File: src/rtl/fetch_stage_pkg.sv
// Shared fetch-pipeline types and constants: FSM state encoding, widths, reset PC.
package fetch_stage_pkg;

    localparam int unsigned INSTR_W = 32;
    localparam int unsigned ADDR_W  = 32;

    localparam logic [ADDR_W-1:0] RESET_PC_DEF = 32'h0000_0000;

    typedef enum logic [1:0] {
        ST_IDLE  = 2'd0,
        ST_WAIT  = 2'd1,
        ST_DRAIN = 2'd2
    } fetch_state_e;

    typedef struct packed {
        logic [ADDR_W-1:0]  pc;
        logic [INSTR_W-1:0] instr;
    } fq_entry_t;

    // Redirect targets are forced onto a word boundary.
    function automatic logic [ADDR_W-1:0] align_word(input logic [ADDR_W-1:0] addr);
        return {addr[ADDR_W-1:2], 2'b00};
    endfunction

endpackage

File: src/rtl/fetch_queue.sv
// Two-entry {pc, instr} FIFO between instruction memory and IF_ID.
module fetch_queue
    import fetch_stage_pkg::*;
(
    input  logic               clk,
    input  logic               i_rst_n,
    input  logic               i_push,
    input  logic               i_pop,
    input  logic               i_flush,
    input  logic [ADDR_W-1:0]  i_pc,
    input  logic [INSTR_W-1:0] i_instr,
    output logic [ADDR_W-1:0]  o_head_pc,
    output logic [INSTR_W-1:0] o_head_instr,
    output logic [1:0]         o_count,
    output logic               o_full,
    output logic               o_empty
);

    fq_entry_t  r_mem [2];
    logic       r_rd_ptr;
    logic       r_wr_ptr;
    logic [1:0] r_count;
    logic       w_push;
    logic       w_pop;

    assign o_full  = (r_count == 2'd2);
    assign o_empty = (r_count == 2'd0);
    assign w_push  = i_push && !o_full;
    assign w_pop   = i_pop && !o_empty;

    always_ff @(posedge clk or negedge i_rst_n) begin
        if (!i_rst_n) begin
            r_rd_ptr <= 1'b0;
            r_wr_ptr <= 1'b0;
            r_count  <= 2'd0;
        end else if (i_flush) begin
            r_rd_ptr <= 1'b0;
            r_wr_ptr <= 1'b0;
            r_count  <= 2'd0;
        end else begin
            if (w_push) r_wr_ptr <= ~r_wr_ptr;
            if (w_pop)  r_rd_ptr <= ~r_rd_ptr;
            case ({w_push, w_pop})
                2'b10:   r_count <= r_count + 2'd1;
                2'b01:   r_count <= r_count - 2'd1;
                default: r_count <= r_count;
            endcase
        end
    end

    // Payload storage needs no reset; the head is masked while empty.
    always_ff @(posedge clk) begin
        if (w_push && !i_flush) begin
            r_mem[r_wr_ptr] <= '{pc: i_pc, instr: i_instr};
        end
    end

    assign o_head_pc    = o_empty ? '0 : r_mem[r_rd_ptr].pc;
    assign o_head_instr = o_empty ? '0 : r_mem[r_rd_ptr].instr;
    assign o_count      = r_count;

endmodule

File: src/rtl/fetch_stage.sv
// Instruction fetch: single-outstanding memory requests feeding a 2-entry queue
// whose head drives IF_ID; redirects flush the queue and drop in-flight responses.
module fetch_stage
    import fetch_stage_pkg::*;
#(
    parameter logic [ADDR_W-1:0] RESET_PC = RESET_PC_DEF,
    parameter int unsigned       FQ_DEPTH = 2
) (
    input  logic               clk,
    input  logic               Reset,
    input  logic               Stall,
    input  logic               Redirect,
    input  logic [ADDR_W-1:0]  Redirect_TA,
    output logic               imem_req,
    output logic [ADDR_W-1:0]  imem_addr,
    input  logic               imem_rvalid,
    input  logic [INSTR_W-1:0] imem_rdata,
    output logic [INSTR_W-1:0] Instr_OUT,
    output logic [ADDR_W-1:0]  PCOG,
    output logic [ADDR_W-1:0]  PC4,
    output logic               LE,
    output logic               resetIF
);

    fetch_state_e       r_state;
    fetch_state_e       w_state_nxt;
    logic [ADDR_W-1:0]  r_pc;
    logic [ADDR_W-1:0]  r_req_addr;
    logic               w_issue;
    logic               w_push;
    logic               w_room;
    logic [1:0]         w_count;
    logic               w_full;
    logic               w_empty;
    logic [ADDR_W-1:0]  w_head_pc;
    logic [INSTR_W-1:0] w_head_instr;

    assign w_room = !w_full && (32'(w_count) < FQ_DEPTH);

    always_ff @(posedge clk or negedge Reset) begin
        if (!Reset) r_state <= ST_IDLE;
        else        r_state <= w_state_nxt;
    end

    always_comb begin
        w_state_nxt = r_state;
        case (r_state)
            ST_IDLE:  if (w_issue) w_state_nxt = ST_WAIT;
            ST_WAIT: begin
                if (Redirect)         w_state_nxt = imem_rvalid ? ST_IDLE : ST_DRAIN;
                else if (imem_rvalid) w_state_nxt = ST_IDLE;
            end
            ST_DRAIN: if (imem_rvalid) w_state_nxt = ST_IDLE;
            default:  w_state_nxt = ST_IDLE;
        endcase
    end

    // A response pushes only in WAIT without a concurrent redirect.
    always_comb begin
        w_issue = 1'b0;
        w_push  = 1'b0;
        case (r_state)
            ST_IDLE: w_issue = w_room && !Redirect;
            ST_WAIT: w_push  = imem_rvalid && !Redirect;
            default: begin
                w_issue = 1'b0;
                w_push  = 1'b0;
            end
        endcase
    end

    always_ff @(posedge clk or negedge Reset) begin
        if (!Reset) begin
            r_pc       <= RESET_PC;
            r_req_addr <= RESET_PC;
        end else begin
            if (Redirect)    r_pc <= align_word(Redirect_TA);
            else if (w_push) r_pc <= r_pc + 32'd4;
            if (w_issue) r_req_addr <= r_pc;
        end
    end

    fetch_queue u_queue (
        .clk          (clk),
        .i_rst_n      (Reset),
        .i_push       (w_push),
        .i_pop        (LE),
        .i_flush      (Redirect),
        .i_pc         (r_req_addr),
        .i_instr      (imem_rdata),
        .o_head_pc    (w_head_pc),
        .o_head_instr (w_head_instr),
        .o_count      (w_count),
        .o_full       (w_full),
        .o_empty      (w_empty)
    );

    // Request is masked while reset is held so the interface is quiet immediately.
    assign imem_req  = w_issue && Reset;
    assign imem_addr = r_pc;
    assign LE        = !w_empty && !Stall && !Redirect;
    assign resetIF   = Redirect;
    assign Instr_OUT = w_head_instr;
    assign PCOG      = w_head_pc;
    assign PC4       = w_empty ? '0 : w_head_pc + 32'd4;

endmodule
File: config.mk
export PLATFORM = sky130hd
export DESIGN_NAME = fetch_stage
export DESIGN_NICKNAME = d
export VERILOG_FILES = /design/src/rtl/fetch_stage_pkg.sv /design/src/rtl/fetch_queue.sv /design/src/rtl/fetch_stage.sv
export SDC_FILE = /design/constraint.sdc
export NUM_CORES = 1
export LEC_CHECK = 0
export CAP_MARGIN = 20
export CORE_MARGIN = 2
export CORE_UTILIZATION = 45
export CTS_BUF_LIST = sky130_fd_sc_hd__clkbuf_4 sky130_fd_sc_hd__clkbuf_8
export DETAILED_ROUTE_END_ITERATION = 16
export HOLD_SLACK_MARGIN = 0.05
export PLACE_DENSITY_LB_ADDON = 0.15
export SLEW_MARGIN = 5
export SYNTH_ARGS = -nofsm -noshare
export SYNTH_HDL_FRONTEND = slang
export SYNTH_SLANG_ARGS = --single-unit
export TNS_END_PERCENT = 50
File: constraint.sdc
create_clock -name clk -period 14 [get_ports clk]
set_input_delay 4.2 -clock clk [delete_from_list [all_inputs] [get_ports clk]]
set_output_delay 4.2 -clock clk [all_outputs]
set_load 0.005 [all_outputs]
# Word-level counts from Yosys, hierarchy flattened

Memory sizes are Yosys's and may differ from the RTL's.
Cells that the tools add are included.

Register bits after elaboration: 70
Latch bits: 0
Memory bits (writable): 128
Memory bits (read-only): 0
Input port bits: 69
Output and inout bits: 131
Word-level logic and storage cells: 59
Memories kept: 1

Memories:

| name          | words | bits a word | read ports | clocked after Yosys merged registers in | write ports | line              | RTL |
|---|---|---|---|---|---|---|---|
| u_queue.r_mem | 2     | 64          | 1          | 0                                       | 1           | fetch_queue.sv:19 | `fq_entry_t r_mem [2];` |

$add $sub $neg: 4
Multiply operators: 0
Divide/modulo/power cells: 0
Order comparisons: 1
Equal/unequal tests: 6
Shift-type cells: 0
Mux-type cells: 20
Bitwise operators: 2
Reductions and logical operators: 19

Operators by type and width:

| cell                                               | count |
|---|---|
| 2-to-1 mux 32 bit                                  | 5 |
| adder 32 x 3 -> 32 bit (second input constant)     | 2 |
| 2-to-1 mux 2 bit                                   | 5 |
| logical AND 1 bit                                  | 9 |
| 2-to-1 mux 1 bit                                   | 8 |
| == test 2 bit (second input constant)              | 3 |
| one-hot mux 2 bit (3 select lines)                 | 1 |
| nonzero test 2 bit                                 | 3 |
| == test 2 x 1 -> 1 bit (second input constant)     | 2 |
| zero test 1 bit                                    | 4 |
| zero test 2 bit                                    | 2 |
| one-hot mux 2 bit (2 select lines)                 | 1 |
| nonzero test 3 bit                                 | 1 |
| adder 2 x 1 -> 2 bit (second input constant)       | 1 |
| less-than comparator 2 bit (second input constant) | 1 |
| != test 2 bit (second input constant)              | 1 |
| NOT 1 bit                                          | 2 |
| subtractor 2 x 1 -> 2 bit (second input constant)  | 1 |

# Depth between registers and ports, before layout

Depth in word-level cells: 8
Mapped depth: 12
Depth with buffers taken out: 7

# Hierarchy

From an unflattened synthesis, not the netlist that was laid out.

Cells, all modules: 723
Area total of the unflattened synthesis: 8939.8 um^2

Modules (own cells, without submodules):

| module      | instances | cells an instance | area each (um^2) | sequential area each (um^2) |
|---|---|---|---|---|
| fetch_queue | 1         | 295               | 5026.1           | 3943.8 |
| fetch_stage | 1         | 428               | 3913.8           | 1551.5 |

# Worst setup path after synthesis

Ideal clock, no wire load.

Path type: in2reg
Start point: in imem_rvalid
End point: mem u_queue.r_mem[1][0] (netlist name) (enable)
Library setup time: 0.571 ns
Arrival time: 9.358 ns
Data required time: 13.429 ns
Path slack: 4.071 ns
Stages on the path: 4
Path buffers: 1
Cells stage by stage: and3b_1 > clkbuf_1 > nand2_1 > nor3b_1

Longest elaborated chain between the ends: 6

RTL lines:

| element                                | line              | RTL |
|---|---|---|
| start: declaration                     | fetch_stage.sv:16 | `input logic imem_rvalid,` |
| logical AND 1 bit                      | fetch_stage.sv:64 | `ST_WAIT: w_push = imem_rvalid && !Redirect;` |
| 2-to-1 mux 1 bit                       | fetch_stage.sv:62 | `case (r_state)` |
| logical AND 1 bit                      | fetch_queue.sv:28 | `assign w_push = i_push && !o_full;` |
| logical AND 1 bit                      | fetch_queue.sv:53 | `if (w_push && !i_flush) begin` |
| 2-to-1 mux 1 bit                       | fetch_queue.sv:53 |  |
| 2-to-1 mux 1 bit (not written as such) | fetch_queue.sv:54 | `r_mem[r_wr_ptr] <= '{pc: i_pc, instr: i_instr};` |
| end: declaration                       | fetch_queue.sv:19 |  |

Every way passes these cells.

# Worst setup path after layout

Start point: in Redirect
End point: out imem_req

Longest elaborated chain between the ends: 4

RTL lines:

| element            | line              | RTL |
|---|---|---|
| start: declaration | fetch_stage.sv:12 | `input logic Redirect,` |
| zero test 1 bit    | fetch_stage.sv:63 | `ST_IDLE: w_issue = w_room && !Redirect;` |
| logical AND 1 bit  | fetch_stage.sv:63 |  |
| 2-to-1 mux 1 bit   | fetch_stage.sv:62 |  |
| logical AND 1 bit  | fetch_stage.sv:99 | `assign imem_req = w_issue && Reset;` |
| end: declaration   | fetch_stage.sv:14 | `output logic imem_req,` |

Every way passes these cells.

==> qor.yml <==
clock_tree:
  ctsHtreeMaxLevel: 4
  cts-root-buf: "clkbuf_8"
  cts.sinks: 190
  ctsResizeCount: 0
  hold_buffers: 0
  clk_latency_ns: 0.45
  clk_path_buf_depth: 2
  post-cts-setup-buffers: 0
  cts-buffers-inserted: 17
  clk_pin_slew_ns: 0.09
  cts_tree: "done"
power_and_ir_drop:
  p_clk_share_pct: 29.3
  p_leak_uw: 0.003921
  power_frac_seq_pct: 58.1
  irDropWorstVdd_v: 0.00006022
  swShare_pct: 25.35
  power_density_nw_per_um2: 105.4
  combPwrFrac_pct: 12.6
  p_int_uw: 884.3
  p_sw_uw: 300.3
  power_uw: 1185
sta:
  slew_violations: 0
  skew_ns: 0.01192
  rsz0062_at_grt: "no"
  period_needed_ns: 9.864
  maxSlewHeadroom_pct: 41.23
  setup_viol: 0
  hold_viol: 0
  worstMarginPinSlew_ns: 0.8815
  max_freq_mhz: 101.4
  finalCritPeriodShare_pct: 70.46
  setup_tns_ns: 0
  fin_ws_ns: 4.136
final_layout:
  final_common_cell: "clkdlybuf4s50_1"
  nets: 932
  antenna_cells: 0
  final_cell_mix: "189 x clkdlybuf4s50_1, 124 x edfxtp_1, 70 x nor2_1, 65 x dfrtp_1, 61 x mux2i_1"
  fin_util_pct: 58.30
  fill_cells: 1582
  area_delta_synth_final_pct: 28.27
  drive_gt1_share_pct: 12.24
grt:
  grt_remaining_overflow: 0
  grt_use_total_pct: 18.62
  grt_pass1_wl_um: 29860
  antenna_found_initial: 0
  grt_pass1_vias: 5736
  grt_max_degree: 79
synthesis:
  async_reset_ff_share_pct: 34.74
  synthCells: 678
  syn-cell-area_um2: 8758
  synth-seq-area-share_pct: 61.37
  yosysUniqueCellTypes: 58
  ys_ff_latch: 190
  synth_top_flop_cell: "edfxtp_1"
  synth_area_per_cell_um2: 12.92
  yosysWarnings: 0
  synth_edf_count: 124
route:
  num_vias: 5837
  drtIter0Drc: 313
  drc: 0
  post_drt_wl_per_cell_um: 16.73
  firstDrtPassIters: 5
  vias_per_cell: 5.125
  totalWireLength_um: 19050
  ant_nets: 0
placement:
  portBuffers: 191
  place_ws_ns: 4.094
  dpl.hpwl_um: 13230
  gp_routability_congestion: 0.8543
worst_hold_path:
  whs_endpoint: "u_queue.r_mem[1][46]$_DFFE_PP_"
  hold_depth: 0
  min_from: "r_req_addr[14]$_DFFE_PN0P_"
  hp-class: "reg2reg"
worst_setup_path:
  start_kind: "primary input"
  arrival_ns: 5.66
  reg2reg_from: "r_state[1]$_DFFE_PN0P_"
  r2r_cells: 4
  endpoint_kind: "output pin"
  worstPathCellList: "buf_2 -> nor4_2 -> buf_4 -> and2_1 -> clkdlybuf4s50_1"
  rr_endpoint: "u_queue.r_mem[1][16]$_DFFE_PP_"
  path_class: "in2out"
  crit_slowest_cell: "clkdlybuf4s50_1"
  max_stage_delay_ns: 0.50
  worstPathMaxFanout: 31
  required_ns: 9.80
  ff2ff_setup_slack_ns: 11.60
floorplanning:
  die_h_um: 143.5
  die_width_um: 143.5
  initial_core_util_pct: 45.45
  die_area_um2: 20600
  ios: 200
  row_count: 51
  core_area_um2: 19270
status:
  status: "complete, no violations"
flow_run:
  drv_cap: 0
## state kept, by name, indices dropped and copies added, names as in the netlist
| register | count |
|---|---|
| r_state | 2 |
| u_queue.r_mem | 124 |
| u_queue.r_rd_ptr | 1 |
| u_queue.o_count | 2 |
| r_req_addr | 30 |
| imem_addr | 30 |
| u_queue.r_wr_ptr | 1 |
## Yosys cell counts (2+ instances only)
cell | number | area, um2
a211oi_2 | 3 | 37.54
a21oi_1 | 4 | 20.02
and2_1 | 8 | 50.05
and3_1 | 7 | 43.79
and4_1 | 2 | 17.52
buf_1 | 2 | 7.510
buf_2 | 11 | 55.05
buf_4 | 10 | 75.07
buf_6 | 5 | 56.30
clkbuf_1 | 12 | 45.04
dfrtp_1 | 66 | 1652
edfxtp_1 | 124 | 3724
ha_1 | 2 | 25.02
inv_1 | 11 | 41.29
mux2_2 | 33 | 371.6
mux2i_1 | 61 | 610.6
nand2_1 | 54 | 202.7
nand2b_1 | 2 | 12.51
nand3_1 | 20 | 100.1
nand3b_1 | 6 | 45.04
nand4_1 | 17 | 106.4
nand4_2 | 3 | 37.54
nand4b_1 | 2 | 17.52
nor2_1 | 70 | 262.8
nor2_2 | 4 | 25.02
nor3_1 | 12 | 60.06
nor3_2 | 2 | 20.02
nor4_1 | 10 | 62.56
nor4_2 | 4 | 50.05
o21ai_0 | 31 | 155.2
or2_2 | 2 | 12.51
xnor2_1 | 14 | 122.6
xor2_1 | 39 | 341.6
## how the worst max path moves through the flow
stage,slack (ns),to,from,cells past startpoint
6_report,4.14,imem_req,Redirect,5
4_1_cts,4.09,imem_req,Reset,4
2_1_floorplan,4.07,u_queue.r_mem[1][0]$_DFFE_PP_,imem_rvalid,4
3_3_place_gp,4.12,imem_req,Reset,4
3_5_place_dp,4.09,imem_req,Reset,4
5_1_grt,3.97,imem_req,Reset,4
## critical path: cells and delay by family
family / cells / cell delay, ns
buf+inv: 3 / 1.02
simple gates: 2 / 0.44
## final cells by class
cell class	instances	area [um2]	area share, %
Sequential cell	190	5379	47.88
Multi-Input combinational cell	441	3136	27.91
Timing Repair Buffer	200	1969	17.53
Tap cell	265	331.6	2.951
Clock buffer	18	247.7	2.205
Clock inverter	14	130.1	1.158
Inverter	11	41.29	0.3675
## cells by family (layout without fill, tap and decap cells)
logic type,after synthesis,after routing,synth area share (%)
compound gates,49,49,3.772
other cells,1,6,0.04282
mux,96,96,11.50
flops,190,190,61.37
xor+xnor,53,53,5.300
simple gates,235,235,14.30
buf+inv,52,243,3.428
fa+ha+maj,2,2,0.2857
## metrics by stage
stage	hold slack (ns)	instances	area, um2
2_1_floorplan	0.4382	683	8777
3_3_place_gp	0.4529	1106	10850
3_5_place_dp	0.4627	1106	10850
4_1_cts	0.4849	1138	11230
5_1_grt	0.5015	1139	11230
6_report	0.4787	1139	11230
## power groups by stage
stage | clock network [uW] | registers (uW) | logic (uW)
floorplan | 0 | 685 | 79.4
global placement | 0 | 697 | 146
detailed placement | 0 | 701 | 150
CTS | 357 | 689 | 151
global route | 378 | 695 | 163
finish | 347 | 688 | 149
## routing by layer
| layer | wire (um) | track usage (%) | vias to the layer above |
|---|---|---|---|
| met5 | 0 | 0 | - |
| li1 | - | - | 2799 |
| met4 | 186 | 5.779 | 0 |
| met1 | 8779 | 25.58 | 2815 |
| met3 | 1338 | 4.099 | 14 |
| met2 | 8746 | 29.72 | 209 |
Note: power is estimated with default switching activity, not from simulation.
